**src/rtl/micro_sequencer.sv**
```systemverilog
// micro_sequencer: microprogram counter and next-address logic for the
// picoRISC control unit, with a small LIFO return stack for micro-calls.
//
// Ports:
//   clk, rst_n   rising-edge clock, synchronous active-low reset
//   stall        hold upc, stack and stack_err this cycle
//   br_mode      0/7 NEXT, 1 JMP, 2 JC, 3 JNC, 4 DISPATCH, 5 CALL, 6 RET
//   cond_sel     condition index for JC/JNC
//   cond_vec     condition flags
//   br_target    branch target field of the current microinstruction
//   kmbr_addr    opcode dispatch address
//   kmbr_valid   dispatch address is valid
//   upc          current microinstruction address (registered)
//   illegal      one-cycle pulse after a DISPATCH with kmbr_valid=0
//   stack_err    sticky flag: CALL on full or RET on empty stack
module micro_sequencer #(
  parameter int unsigned ADDR_W      = 8,
  parameter int unsigned COND_W      = 16,
  parameter int unsigned SEL_W       = 4,
  parameter int unsigned STACK_DEPTH = 4,
  parameter int unsigned RESET_ADDR  = 0,
  parameter int unsigned TRAP_ADDR   = 255
) (
  input  logic              clk,
  input  logic              rst_n,
  input  logic              stall,
  input  logic [2:0]        br_mode,
  input  logic [SEL_W-1:0]  cond_sel,
  input  logic [COND_W-1:0] cond_vec,
  input  logic [ADDR_W-1:0] br_target,
  input  logic [ADDR_W-1:0] kmbr_addr,
  input  logic              kmbr_valid,
  output logic [ADDR_W-1:0] upc,
  output logic              illegal,
  output logic              stack_err
);

  localparam int unsigned PTR_W    = $clog2(STACK_DEPTH);
  localparam int unsigned CNT_W    = PTR_W + 1;
  localparam int unsigned COND_PAD = 2 ** SEL_W;

  localparam logic [2:0] M_JMP      = 3'd1;
  localparam logic [2:0] M_JC       = 3'd2;
  localparam logic [2:0] M_JNC      = 3'd3;
  localparam logic [2:0] M_DISPATCH = 3'd4;
  localparam logic [2:0] M_CALL     = 3'd5;
  localparam logic [2:0] M_RET      = 3'd6;

  logic [ADDR_W-1:0]   stack_mem [STACK_DEPTH];
  logic [CNT_W-1:0]    sp;

  logic [ADDR_W-1:0]   inc;
  logic [COND_PAD-1:0] cond_pad;
  logic                cond_hit;
  logic                stack_full;
  logic                stack_empty;
  logic [ADDR_W-1:0]   tos;

  logic [ADDR_W-1:0]   upc_nxt;
  logic                push;
  logic                pop;
  logic                err_set;
  logic                illegal_nxt;

  // Zero-padding makes out-of-range selects read as false.
  assign cond_pad    = COND_PAD'(cond_vec);
  assign cond_hit    = cond_pad[cond_sel];
  assign inc         = upc + ADDR_W'(1);
  assign stack_full  = (sp == CNT_W'(STACK_DEPTH));
  assign stack_empty = (sp == '0);
  assign tos         = stack_mem[PTR_W'(sp - CNT_W'(1))];

  // Next-address selection for an unstalled cycle.
  always_comb begin
    upc_nxt     = inc;
    push        = 1'b0;
    pop         = 1'b0;
    err_set     = 1'b0;
    illegal_nxt = 1'b0;
    unique case (br_mode)
      M_JMP: upc_nxt = br_target;
      M_JC:  upc_nxt = cond_hit ? br_target : inc;
      M_JNC: upc_nxt = cond_hit ? inc : br_target;
      M_DISPATCH: begin
        if (kmbr_valid) begin
          upc_nxt = kmbr_addr;
        end else begin
          upc_nxt     = ADDR_W'(TRAP_ADDR);
          illegal_nxt = 1'b1;
        end
      end
      M_CALL: begin
        if (!stack_full) begin
          upc_nxt = br_target;
          push    = 1'b1;
        end else begin
          upc_nxt = ADDR_W'(TRAP_ADDR);
          err_set = 1'b1;
        end
      end
      M_RET: begin
        if (!stack_empty) begin
          upc_nxt = tos;
          pop     = 1'b1;
        end else begin
          upc_nxt = ADDR_W'(TRAP_ADDR);
          err_set = 1'b1;
        end
      end
      default: upc_nxt = inc;
    endcase
  end

  // uPC, stack pointer and status flags.
  always_ff @(posedge clk) begin
    if (!rst_n) begin
      upc       <= ADDR_W'(RESET_ADDR);
      sp        <= '0;
      illegal   <= 1'b0;
      stack_err <= 1'b0;
    end else if (stall) begin
      illegal <= 1'b0;
    end else begin
      upc     <= upc_nxt;
      illegal <= illegal_nxt;
      if (err_set) stack_err <= 1'b1;
      if (push) sp <= sp + CNT_W'(1);
      else if (pop) sp <= sp - CNT_W'(1);
    end
  end

  // Return-address storage; contents are only meaningful below sp.
  always_ff @(posedge clk) begin
    if (rst_n && !stall && push) begin
      stack_mem[PTR_W'(sp)] <= inc;
    end
  end

endmodule

```
**config.mk**
```make
export PLATFORM = sky130hd
export DESIGN_NAME = micro_sequencer
export DESIGN_NICKNAME = d
export VERILOG_FILES = /design/src/rtl/micro_sequencer.sv
export SDC_FILE = /design/constraint.sdc
export NUM_CORES = 1
export LEC_CHECK = 0
export CAP_MARGIN = 5
export CORE_MARGIN = 2
export CORE_UTILIZATION = 51
export DETAILED_ROUTE_END_ITERATION = 12
export GPL_ROUTABILITY_DRIVEN = 1
export PLACE_DENSITY = 0.82
export SLEW_MARGIN = 5
export SYNTH_ARGS = -nofsm -noshare
export SYNTH_HDL_FRONTEND = slang
export SYNTH_SLANG_ARGS = --single-unit
```
**constraint.sdc**
```tcl
create_clock -name clk -period 3.3 [get_ports clk]
set_input_delay 0.495 -clock clk [delete_from_list [all_inputs] [get_ports clk]]
set_output_delay 0.495 -clock clk [all_outputs]
set_load 0.02 [all_outputs]
```
==> metrics.txt <==
outcome complete, no violations; CTS Buf Count 5; hold depth 2; Inserted Diodes 0; Clock Path Buffers 2; DRC 0; Synth Area in Adders 0.0296; endpoints failing setup 0; io pins 53; H-Tree Level Count 2; number of routed nets with antenna violations 0; Post-synth ARST share 0; Synth Register Bits 45; list of most frequent post-synthesis cells edfxtp_1 (32), nand2_1 (21), dfxtp_1 (13); worst hold slack between 0.5 and 0.6 ns; I/O Buffers between 50 and 60; Yosys top cell area share 0.378; mean post-synth cell area roughly 12 um^2; Synth area leader edfxtp_1; crit path kind input pin to register; synth unique cells between 40 and 50; crit path DAT 3.10 ns; GRT Overall Usage 0.232; final wirelength approximately 6000 um; power density over the cells approximately 380 nW/um^2; Post-CTS Setup Inserts 0; R2R Path Start sp[1]; Layout Nets approximately 320; CTS sink count 45; GP Congestion around 0.83; Relative slew margins 0.648; Worst-Margin Slew a little over 0.5 ns; Final Max Tran Viols 0; placed cells 330; grt total ovfl 0; fmax ~340 MHz; FP Rows 25; height of the die 74.6 um; Final Hold Vio Count 0; Initial Utilization 0.534; HP Class register to register; Tmin final around 3 ns; crit path max fanout 7; Reg2Reg Depth 7; post-DP HPWL roughly 4500 um; Syn-to-layout area delta 28.4%; Startpoint Class input pin; 1st-pass router iterations 4; post-CTS sizing 0; CP Launch Point cond_sel[2]; share of post-route cells with drive strength above 1 0.140; clk root buf clkbuf_8; TNS Setup 0 ns; TritonCTS clock tree built; Cells after Synth 212; Via density just under 6; Final Cycle Share 0.886; vias in the first global route roughly 1900; critical path required time approximately 3.5 ns; final setup margin approximately 0.38 ns; core area around 4800 um^2; cts hold-fix bufs 0; Ys Warns 0; initial antenna violation count 0; Peak VDD IR 0.312 mV; mux share of post-synthesis cell area 0.134; Die Width 74.6 um; Die ar. ~5600 um^2; sequential-to-total area share from yosys stat 0.481; ys flop type edfxtp_1; DR iter-0 viols 150; Vias just under 2000; RSZ-0062 raised after global routing no; Hold Crit Start stack_err; count leader, synth edfxtp_1; Post-Synth XOR/XNOR Area 0.0310; Max-Cap Viols 0; Synth Area in Simple Gates 0.127; CTS clk-pin slew, worst paths 0.08 ns; Syn Nets 261; global-route wire length before repair roughly 9600 um; largest net degree at the start of global routing 15; EDFF count, synth 32; largest family of logic cells by synthesized area compound AO/OA/AOI/OAI gates; Leak 1.16 nW; DP Worst Slack between 0.06 and 0.07 ns; Synth Area in Compound Gates 0.164; Clock Skews 0.00377 ns; Placement Cell Area roughly 3200 um^2; Setup crit end kind register; DR WL/cell about 18 um; clk_lat worst skew ~0.29 ns; Design Area, Final 3260 um^2; final cell count without fillers approximately 340; Synth Cell Area roughly 2500 um^2; top post-synthesis cells by area edfxtp_1 (38%), dfxtp_1 (10%), mux4_2 (8.0%), mux4_1 (4.1%), nand2_1 (3.1%)
state kept, by name, summed over array words and instances, names as in the netlist:
| name | count |
|---|---|
| stack_mem | 32 |
| illegal | 1 |
| stack_err | 1 |
| upc | 8 |
| sp | 3 |
worst max-delay path, stage by stage:
cell and delay (ns):
clkdlybuf4s50_1 0.60, mux4_1 0.58, mux4_2 0.57, mux2i_2 0.43
o21ai_0 0.17, o221a_2 0.25
worst paths after layout:
kind	to	slack, ns
worst max-delay path	upc[6]	0.38
worst min-delay path	stack_err	0.53
worst max register to register	upc[7]	0.74
worst min register to register	stack_err	0.53
routing by layer:
metal	share of wire	GRT usage	up-vias
li1	-	-	931
met3	0.058	0.0488	6
met5	0	0	-
met2	0.50	0.392	59
met4	0.0095	0.0556	0
met1	0.43	0.307	956
cell usage in the layout (no fill, tap or decap), drive strengths merged, types with 3 or more instances in the layout:
master / instances
a2111oi: 5
a211oi: 3
a21boi: 4
a21oi: 7
and2: 12
buf: 10
clkbuf: 7
clkdlybuf4s50: 52
dfxtp: 13
edfxtp: 32
ha: 6
inv: 11
mux2i: 3
mux4: 13
nand2: 21
nand3: 4
nor2: 4
nor2b: 9
o21a: 3
o21ai: 7
o221a: 4
o31ai: 6
xnor2: 5
xor2: 4
metrics by stage:
| stage | total power [mW] | utilization |
|---|---|---|
| 3_3_place_gp | 0.913 | 0.668 |
| 3_5_place_dp | 0.919 | 0.668 |
| 6_report | 1.23 | 0.686 |
| 2_1_floorplan | 0.800 | - |
| 4_1_cts | 1.24 | 0.686 |
| 5_1_grt | 1.28 | 0.686 |
power by group:
part	leakage, nW	internal, mW	switching (mW)
Combinational	0.721	0.141	0.123
Clock	0.0385	0.150	0.174
Sequential	0.399	0.626	0.0191
Total	1.16	0.917	0.316
cells by family after synthesis:
kind of cell             after synthesis
buffers and inverters                 22
flip-flops                            45
AO/OA/AOI/OAI                         53
multiplexers                          16
adder cells (fa/ha/maj)                6
AND/OR/NAND/NOR                       61
XOR/XNOR                               9
cell type report:
class / count / area (um^2)
clock inverter: 1 / 7.51
fill: 367 / 1490
sequential: 45 / 1220
timing repair buffer: 62 / 596
multi-input combinational: 145 / 1230
clock buffer: 7 / 76.3
inverter: 11 / 41.3
tap: 67 / 83.8
(Power assumes the default switching activity.)
